<file path="config.mk">
export PLATFORM = sky130hd
export DESIGN_NAME = ifdef_stack_ctrl
export DESIGN_NICKNAME = d
export VERILOG_FILES = /design/src/rtl/ifdef_pkg.sv /design/src/rtl/ifdef_stack_ctrl_cond_stack.sv /design/src/rtl/ifdef_stack_ctrl.sv
export SDC_FILE = /design/constraint.sdc
export NUM_CORES = 1
export LEC_CHECK = 0
export BUFFER_PORTS_ARGS = -buffer_cell sky130_fd_sc_hd__buf_4
export CAP_MARGIN = 20
export CORE_AREA = 2 2 101 103
export CTS_CLUSTER_SIZE = 40
export DETAILED_ROUTE_END_ITERATION = 16
export DIE_AREA = 0 0 103 105
export PLACE_DENSITY = 0.86
export SYNTH_ARGS = -nofsm -noshare
export SYNTH_HDL_FRONTEND = slang
export SYNTH_HIERARCHICAL = 1
export SYNTH_SLANG_ARGS = --single-unit
</file>
<file path="constraint.sdc">
create_clock -name clk -period 4.3 [get_ports clk]
set_input_delay 0.86 -clock clk [delete_from_list [all_inputs] [get_ports clk]]
set_output_delay 0.86 -clock clk [all_outputs]
set_load 0.005 [all_outputs]
</file>
<file path="src/rtl/ifdef_pkg.sv">
// ifdef_pkg: shared types for the conditional-compilation stack controller.
//   kind_e  - token kinds carried on in_kind
//   err_e   - sticky error causes reported on err_code
//   entry_t - one nesting level: {parent, taken, in_else}
//   state_e - controller run / error state
package ifdef_pkg;

  typedef enum logic [2:0] {
    K_TEXT   = 3'd0,
    K_IFDEF  = 3'd1,
    K_IFNDEF = 3'd2,
    K_ELSIF  = 3'd3,
    K_ELSE   = 3'd4,
    K_ENDIF  = 3'd5,
    K_DEFINE = 3'd6,
    K_UNDEF  = 3'd7
  } kind_e;

  typedef enum logic [2:0] {
    ERR_NONE         = 3'd0,
    ERR_OVERFLOW     = 3'd1,
    ERR_UNDERFLOW    = 3'd2,
    ERR_ELSE_ORDER   = 3'd3,
    ERR_UNTERMINATED = 3'd4
  } err_e;

  // parent : enclosing region was emitting when this level opened
  // taken  : some branch of this level has already been emitted
  // in_else: the ELSE branch of this level has been entered
  typedef struct packed {
    logic parent;
    logic taken;
    logic in_else;
  } entry_t;

  typedef enum logic [0:0] {
    ST_RUN = 1'b0,
    ST_ERR = 1'b1
  } state_e;

endpackage

</file>
<file path="src/rtl/ifdef_stack_ctrl_cond_stack.sv">
// cond_stack: registered LIFO of conditional nesting entries.
//   push_i/din_i - push din_i on top (ignored when full)
//   pop_i        - discard top entry (ignored when empty)
//   wr_i/din_i   - overwrite the current top entry (ELSIF/ELSE bookkeeping)
//   top_o        - current top entry, zero when empty
//   count_o      - number of valid entries (nesting depth)
module cond_stack
  import ifdef_pkg::*;
#(
  parameter int DEPTH = 8,
  parameter int DPW   = $clog2(DEPTH + 1)
) (
  input  logic           clk,
  input  logic           rst_n,
  input  logic           push_i,
  input  logic           pop_i,
  input  logic           wr_i,
  input  entry_t         din_i,
  output entry_t         top_o,
  output logic [DPW-1:0] count_o
);

  localparam int IW = (DEPTH > 1) ? $clog2(DEPTH) : 1;

  entry_t         mem_q [DEPTH];
  logic [DPW-1:0] sp_q;
  logic [IW-1:0]  push_idx_s;
  logic [IW-1:0]  top_idx_s;

  assign push_idx_s = IW'(sp_q);
  assign top_idx_s  = IW'(sp_q - DPW'(1));
  assign top_o      = (sp_q != DPW'(0)) ? mem_q[top_idx_s] : '0;
  assign count_o    = sp_q;

  // Stack pointer and entry storage; push, pop and top-rewrite are mutually exclusive.
  always_ff @(posedge clk) begin
    if (!rst_n) begin
      sp_q <= '0;
      for (int i = 0; i < DEPTH; i++) begin
        mem_q[i] <= '0;
      end
    end else if (push_i && (sp_q != DPW'(DEPTH))) begin
      mem_q[push_idx_s] <= din_i;
      sp_q              <= sp_q + DPW'(1);
    end else if (pop_i && (sp_q != DPW'(0))) begin
      sp_q <= sp_q - DPW'(1);
    end else if (wr_i && (sp_q != DPW'(0))) begin
      mem_q[top_idx_s] <= din_i;
    end
  end

endmodule

</file>
<file path="src/rtl/ifdef_stack_ctrl.sv">
// ifdef_stack_ctrl: streaming #ifdef/#else/#endif evaluator.
//   in_*      - token stream (kind, symbol, payload, last), valid/ready handshake
//   out_*     - forwarded TEXT payloads of emitting regions, valid/ready handshake
//   depth     - current conditional nesting depth
//   active    - current region is emitting
//   done      - one-cycle pulse after a cleanly terminated stream
//   err       - sticky error flag, err_code holds the first cause
module ifdef_stack_ctrl
  import ifdef_pkg::*;
#(
  parameter int                  DEPTH    = 8,
  parameter int                  SYMW     = 4,
  parameter int                  DW       = 32,
  parameter logic [2**SYMW-1:0]  DEF_INIT = '0
) (
  input  logic                       clk,
  input  logic                       rst_n,
  input  logic                       in_valid,
  output logic                       in_ready,
  input  logic [2:0]                 in_kind,
  input  logic [SYMW-1:0]            in_sym,
  input  logic [DW-1:0]              in_data,
  input  logic                       in_last,
  output logic                       out_valid,
  input  logic                       out_ready,
  output logic [DW-1:0]              out_data,
  output logic [$clog2(DEPTH+1)-1:0] depth,
  output logic                       active,
  output logic                       done,
  output logic                       err,
  output logic [2:0]                 err_code
);

  localparam int DPW = $clog2(DEPTH + 1);

  state_e             state_q, state_d;
  logic               active_q, active_d;
  logic [2**SYMW-1:0] def_q, def_d;
  logic               out_valid_q, out_valid_d;
  logic [DW-1:0]      out_data_q, out_data_d;
  logic               done_q, done_d;
  logic               err_q, err_d;
  err_e               err_code_q, err_code_d;

  logic               accept_s;
  logic               push_s, pop_s, wr_s;
  entry_t             din_s, top_s;
  logic [DPW-1:0]     depth_s, post_depth_s;
  logic               err_hit_s;
  err_e               err_cause_s;
  logic               cond_s;

  cond_stack #(.DEPTH(DEPTH), .DPW(DPW)) u_stack (
    .clk    (clk),
    .rst_n  (rst_n),
    .push_i (push_s),
    .pop_i  (pop_s),
    .wr_i   (wr_s),
    .din_i  (din_s),
    .top_o  (top_s),
    .count_o(depth_s)
  );

  // In ERR everything is swallowed; in RUN a token waits only for a free output slot.
  assign in_ready  = (state_q == ST_ERR) ? 1'b1 : (!out_valid_q || out_ready);
  assign accept_s  = in_valid && in_ready;

  assign out_valid = out_valid_q;
  assign out_data  = out_data_q;
  assign depth     = depth_s;
  assign active    = active_q;
  assign done      = done_q;
  assign err       = err_q;
  assign err_code  = err_code_q;

  // Token decode: directive semantics, error detection and next-state selection.
  always_comb begin
    state_d      = state_q;
    active_d     = active_q;
    def_d        = def_q;
    out_valid_d  = out_valid_q && !out_ready;
    out_data_d   = out_data_q;
    done_d       = 1'b0;
    err_d        = err_q;
    err_code_d   = err_code_q;
    push_s       = 1'b0;
    pop_s        = 1'b0;
    wr_s         = 1'b0;
    din_s        = '0;
    post_depth_s = depth_s;
    err_hit_s    = 1'b0;
    err_cause_s  = ERR_NONE;
    cond_s       = 1'b0;

    if ((state_q == ST_RUN) && accept_s) begin
      case (in_kind)
        K_TEXT: begin
          if (active_q) begin
            out_valid_d = 1'b1;
            out_data_d  = in_data;
          end else begin
            out_data_d  = out_data_q;
          end
        end
        K_IFDEF, K_IFNDEF: begin
          cond_s = active_q && ((in_kind == K_IFDEF) ? def_q[in_sym] : !def_q[in_sym]);
          if (depth_s == DPW'(DEPTH)) begin
            err_hit_s   = 1'b1;
            err_cause_s = ERR_OVERFLOW;
          end else begin
            push_s       = 1'b1;
            din_s        = '{parent: active_q, taken: cond_s, in_else: 1'b0};
            active_d     = cond_s;
            post_depth_s = depth_s + DPW'(1);
          end
        end
        K_ELSIF, K_ELSE: begin
          // ELSIF needs its symbol defined; ELSE is an unconditional final branch.
          cond_s = top_s.parent && !top_s.taken &&
                   ((in_kind == K_ELSIF) ? def_q[in_sym] : 1'b1);
          if (depth_s == DPW'(0)) begin
            err_hit_s   = 1'b1;
            err_cause_s = ERR_UNDERFLOW;
          end else if (top_s.in_else) begin
            err_hit_s   = 1'b1;
            err_cause_s = ERR_ELSE_ORDER;
          end else begin
            wr_s     = 1'b1;
            din_s    = '{parent:  top_s.parent,
                         taken:   top_s.taken || cond_s || (in_kind == K_ELSE),
                         in_else: (in_kind == K_ELSE)};
            active_d = cond_s;
          end
        end
        K_ENDIF: begin
          if (depth_s == DPW'(0)) begin
            err_hit_s   = 1'b1;
            err_cause_s = ERR_UNDERFLOW;
          end else begin
            pop_s        = 1'b1;
            active_d     = top_s.parent;
            post_depth_s = depth_s - DPW'(1);
          end
        end
        K_DEFINE: begin
          if (active_q) begin
            def_d[in_sym] = 1'b1;
          end else begin
            def_d = def_q;
          end
        end
        K_UNDEF: begin
          if (active_q) begin
            def_d[in_sym] = 1'b0;
          end else begin
            def_d = def_q;
          end
        end
        default: begin
          def_d = def_q;
        end
      endcase

      if (!err_hit_s && in_last && (post_depth_s != DPW'(0))) begin
        err_hit_s   = 1'b1;
        err_cause_s = ERR_UNTERMINATED;
      end else begin
        err_cause_s = err_cause_s;
      end

      // An erroring token is cancelled entirely, including any TEXT forward.
      if (err_hit_s) begin
        active_d    = active_q;
        def_d       = def_q;
        out_valid_d = out_valid_q && !out_ready;
        out_data_d  = out_data_q;
        push_s      = 1'b0;
        pop_s       = 1'b0;
        wr_s        = 1'b0;
        state_d     = ST_ERR;
        err_d       = 1'b1;
        err_code_d  = err_cause_s;
      end else if (in_last) begin
        done_d = 1'b1;
      end else begin
        done_d = 1'b0;
      end
    end else begin
      state_d = state_q;
    end
  end

  // Controller state registers.
  always_ff @(posedge clk) begin
    if (!rst_n) begin
      state_q     <= ST_RUN;
      active_q    <= 1'b1;
      def_q       <= DEF_INIT;
      out_valid_q <= 1'b0;
      out_data_q  <= '0;
      done_q      <= 1'b0;
      err_q       <= 1'b0;
      err_code_q  <= ERR_NONE;
    end else begin
      state_q     <= state_d;
      active_q    <= active_d;
      def_q       <= def_d;
      out_valid_q <= out_valid_d;
      out_data_q  <= out_data_d;
      done_q      <= done_d;
      err_q       <= err_d;
      err_code_q  <= err_code_d;
    end
  end

endmodule

</file>
Word-level counts from Yosys, hierarchy flattened
Memories as Yosys holds them, arrays and structs flattened.
Cells that the tools add are included.

storage, ports and cells
  memories kept = 1
  flip-flop bits (word level) = 59
  word-level logic and storage cells = 145
  bits in writable memories = 24
  bits of input ports = 44
  output and inout port bits = 44

memories
  memory         words  width  read ports  clocked after memory_dff  wr ports  line                               text
  u_stack.mem_q  8      3      1           0                         8         ifdef_stack_ctrl_cond_stack.sv:25  entry_t mem_q [DEPTH];

cells by class
  mux-type cells = 74
  add/subtract/negate cells = 2
  bitwise logic cells = 7
  order comparisons = 2
  equality and inequality tests = 15
  reductions and logical operators = 36

operator list
  kind                                                        number
  two-way mux 1 bit                                           46
  two-way mux 16 bit                                          2
  case mux 16 bit (2 select lines)                            1
  two-way mux 3 bit                                           10
  two-way mux 4 bit                                           5
  AND 16 bit                                                  1
  inverter 16 bit                                             1
  OR 16 bit                                                   1
  equality test 3 bit, second input constant                  4
  logical AND 1 bit                                           12
  inequality test 2 bit, second input constant                6
  OR reduction 3 bit                                          3
  case mux 4 bit (2 select lines)                             1
  nonzero test 4 bit                                          2
  AND reduction 7 bit                                         1
  equality test 3 x 2 -> 1 bit, second input constant         2
  two-way mux 2 bit                                           3
  case mux 1 bit (3 select lines)                             2
  case mux 2 bit (3 select lines)                             1
  case mux 3 bit (2 select lines)                             1
  logical NOT 1 bit                                           5
  less-than comparator 4 x 5 -> 1 bit, second input constant  1
  AND reduction 5 bit                                         1
  adder 4 x 1 -> 4 bit, second input constant                 1
  other kinds (16)                                            23

Depth between registers and ports, before layout
An unclocked memory read counts as a cell.

  depth in word-level cells = 22
  gate-level depth with buffers = 18
  gate-level depth less buffers = 14

Hierarchy
Netlist, hierarchy kept.

modules (own cells, without submodules)
  module            instances  area an instance (um2)  cells each  sequential area each (um2)
  ifdef_stack_ctrl  1          3009.1                  356         1101.1
  cond_stack        1          1836.8                  157         800.8

Least setup slack after synthesis
No wires, ideal clock.

  path kind = reg2reg
  start point = register u_stack.sp_q[1], in the netlist u_stack/count_o[1]
  end point = memory u_stack/mem_q[4][0] (netlist name), enable pin
  library setup time = 0.344 ns
  slack = -0.296 ns
  arrival = 4.251 ns
  path buffers = 2
  cell stages (with the launch flop) = 17
  data required time = 3.956 ns
  period minus slack after synthesis = 4.596 ns
  cells stage by stage = dfxtp_1 > buf_2 > inv_1 > ha_1 > buf_2 > mux4_2 > o21ai_0 > nand2_1 > o21ai_0 > o21ai_0 > a221oi_1 > nand2_1 > nor4_1 > nand3b_4 > nor2_1 > o32a_1 > o21ai_0

RTL lines
  what                    line                               text
  start, declared         ifdef_stack_ctrl_cond_stack.sv:26  logic [DPW-1:0] sp_q;
  start signal, assigned  ifdef_stack_ctrl_cond_stack.sv:44  sp_q <= sp_q + DPW'(1);
  start signal, assigned  ifdef_stack_ctrl_cond_stack.sv:46  sp_q <= sp_q - DPW'(1);
  end, declared           ifdef_stack_ctrl_cond_stack.sv:25

==> impl_metrics.json <==
{
  "clock_latency_ps": 360,
  "cp_data_arrival_time_ps": 3950,
  "muxShareOfSynthArea_pct": 16.2,
  "nFillCells": 817,
  "ys_types": 66,
  "drt_iter0_markers": 372,
  "postSynthAreaPerCell_um2": 9.45,
  "num_rows": 36,
  "setup_viol": 0,
  "end_kind": "flop",
  "fin_cells": 724,
  "crit_end": "u_stack/mem_q[4][2]",
  "cts_sinks": 83,
  "antenna_left": 0,
  "netlist_instances": 513,
  "drt-total-wl_um": 11400,
  "run_status": "complete, no violations",
  "grt_overflow": 0,
  "rsz0062_at_grt": "false",
  "io_pins": 88,
  "start_util_pct": 50.3,
  "antenna_found_initial": 0,
  "hold_viol": 0,
  "synth-xor-area-share_pct": 0.542,
  "grt_pass1_vias": 4042,
  "port_buffers": 87,
  "tns_ps": 0,
  "clock_skew_ps": 13.5,
  "reg2reg_setup_slack_ps": 360,
  "path_class": "reg -> reg",
  "synth_top_family_by_area": "simple AND/OR/NAND/NOR gates",
  "syn_nets": 561,
  "via_per_inst": 5.73,
  "cts_tree": "built",
  "finalMaxSlewViolations": 0,
  "grt_start_max_net_pins": 54,
  "numCtsBuffers": 9,
  "ys_seq_area_share_pct": 39.2,
  "cp_max_fo": 6,
  "timing.rr.start": "u_stack/count_o[0]",
  "cpMostUsedCell": "o21ai_0",
  "cellLeakagePower_uw": 0.00231,
  "post-route-util_pct": 60.0,
  "timing.rr.end": "u_stack/mem_q[4][2]",
  "syn_area_um2": 4850,
  "synth-simple-area-share_pct": 26.7,
  "synth_edf_count": 24,
  "grt_pass1_wl_um": 18900,
  "areaGrowthSynthToFinish_pct": 19.3,
  "synth_flop_cell": "dfxtp_1",
  "cpPeakStageDelay_ps": 410,
  "placed_cells": 707,
  "diodes": 0,
  "slew_headroom_pct": 38.3,
  "htreeDepth": 3,
  "final_nets": 634,
  "crit_path_start": "u_stack/count_o[0]",
  "clock.fmax_ghz": 0.254,
  "grt_usage_pct": 21.7,
  "max_cap_violations": 0,
  "die-height_um": 105,
  "path_delay_family": "compound AO/OA/AOI/OAI gates",
  "yosys.area_share.adder_pct": 1.03,
  "fin_crit_sh_pct": 91.6,
  "die_area_um2": 10800,
  "wl_per_cell_um": 15.7,
  "root_buffer": "clkbuf_8",
  "ir_worst_vdd_uv": 176,
  "layout_min_cycle_time_ps": 3940,
  "cts_buffer_depth": 2,
  "cp_num_cells": 14,
  "yosys_warnings": 6,
  "die_x_um": 103,
  "ys_ff_latch": 83,
  "worstSetupStartpointType": "flop",
  "first_pass_iters": 5,
  "p_per_area_nw_per_um2": 268,
  "tightest_slew_ps": 922,
  "cp_slowest_cell": "ha_1",
  "required_ps": 4320,
  "dp.final_hpwl_um": 8090,
  "hold_class": "reg -> reg",
  "path_cells": "inv_1 -> ha_1 -> mux4_2 -> o21ai_0 -> nand2_1 -> o21ai_0 -> o21ai_0 -> a221oi_2 -> nand2_1 -> nor3_2 -> nand3b_4 -> a211oi_4 -> a21oi_1 -> o21ai_0",
  "vias": 4145,
  "drive_gt1_share_pct": 27.1,
  "r2r_cells": 14,
  "path_buf_inv": 1,
  "clk_pin_slew_ps": 90,
  "place_congestion": 0.935,
  "hold_buffers": 0,
  "async_flop_share_pct": 0,
  "drcViolationCount": 0,
  "synth_compound_area_share_pct": 11.0,
  "core_area_um2": 9640
}
routing by layer:
layer  track usage, %  vias to the layer above  part of all wire, %
met5                0                        -                    0
met4             9.87                        0                  2.6
met3             5.28                       26                  6.8
met2             34.2                      181                   49
met1             27.7                     1943                   42
li1                 -                     1995                    -
worst min-delay path: cells and delay by family, from the launching register on:
kind / cells / cell delay, ps
muxes: 1 / 50
and+or+nand+nor: 1 / 50
DFF: 1 / 320
worst min path at each step:
stage	startpoint	end	slack, ps	cells after the start
final	out_data[12]	out_data[12]	460	2
after global routing	out_data[21]	out_data[21]	470	2
after CTS	out_data[21]	out_data[21]	470	2
after detailed placement	out_data[21]	out_data[21]	450	2
after global placement	flop	flop	440	2
after floorplan	flop	flop	440	2
per-stage QoR:
step	setup slack, ps	cell area [um2]	hold WS, ps	power (uW)
detailed placement	51.0	5580	448	1030
floorplan	82.4	4860	435	961
CTS	17.9	5760	466	1560
global placement	253	5580	443	1030
global route	107	5780	472	1620
finish	363	5780	462	1550
cells by family (layout without fill, tap and decap cells):
family	count (synthesis)	count (layout)
mux	65	65
buf+inv	48	126
simple gates	240	240
fa+ha+maj	4	4
flops	83	83
compound gates	70	70
xor+xnor	3	3
where the power goes:
group | switching, uW | total [uW] | leakage, uW | internal [uW]
combinational | 102 | 187 | 0.00149 | 85.0
sequential | 11.7 | 834 | 0.000725 | 822
clock | 308 | 528 | 0.0000925 | 220
total | 422 | 1550 | 0.00231 | 1130
cell type report:
cell class	instances	area [um2]	share of cell area, %
clock buffer	9	124	2.14
clock inverter	7	58.8	1.02
inverter	7	26.3	0.454
multi-input combinational	382	2720	47.0
sequential	83	1900	32.9
tap	133	166	2.88
timing repair buffer	103	786	13.6
synth_stat cells (3+ instances only):
library cell | instances | area share (%)
nand2b_1 | 13 | 1.7
nor3b_1 | 3 | 0.46
nor2_1 | 18 | 1.4
mux2i_1 | 52 | 11
inv_1 | 7 | 0.54
mux4_2 | 9 | 4.2
buf_2 | 13 | 1.3
nor3b_2 | 10 | 2.6
mux2_2 | 3 | 0.70
o31a_1 | 3 | 0.54
nand2_1 | 105 | 8.1
o31ai_1 | 3 | 0.46
nor4_1 | 4 | 0.52
nand4b_1 | 6 | 1.1
nand4_1 | 9 | 1.2
and2_1 | 4 | 0.52
o221a_2 | 3 | 0.70
ha_1 | 4 | 1.0
nor2b_1 | 14 | 1.8
clkbuf_1 | 19 | 1.5
buf_6 | 3 | 0.70
dfxtp_1 | 59 | 24
o21ai_0 | 17 | 1.8
edfxtp_1 | 24 | 15
buf_8 | 3 | 0.93
and3_1 | 12 | 1.5
nor3_1 | 11 | 1.1
nand3_1 | 15 | 1.5
nand3b_1 | 5 | 0.77
a21oi_1 | 14 | 1.4
placed cells by master (no fill, tap or decap), drive strengths merged, types with 6 or more instances in the layout:
cell type  count
mux4          10
o21ai         18
nor2          18
nor3          11
nor2b         14
a21oi         16
mux2i         52
buf          103
clkbuf         9
dfxtp         59
nor3b         13
nand4          9
nand2        105
nand4b         6
and3          12
edfxtp        24
inv           11
nand2b        14
nand3         15
nand3b         6
timing repair:
action / in CTS / in global routing
resized for setup: 0 / 7
setup endpoints to repair: 0 / 24
setup buffers: 0 / 1
No activity file was read; power rests on OpenSTA's default activity.
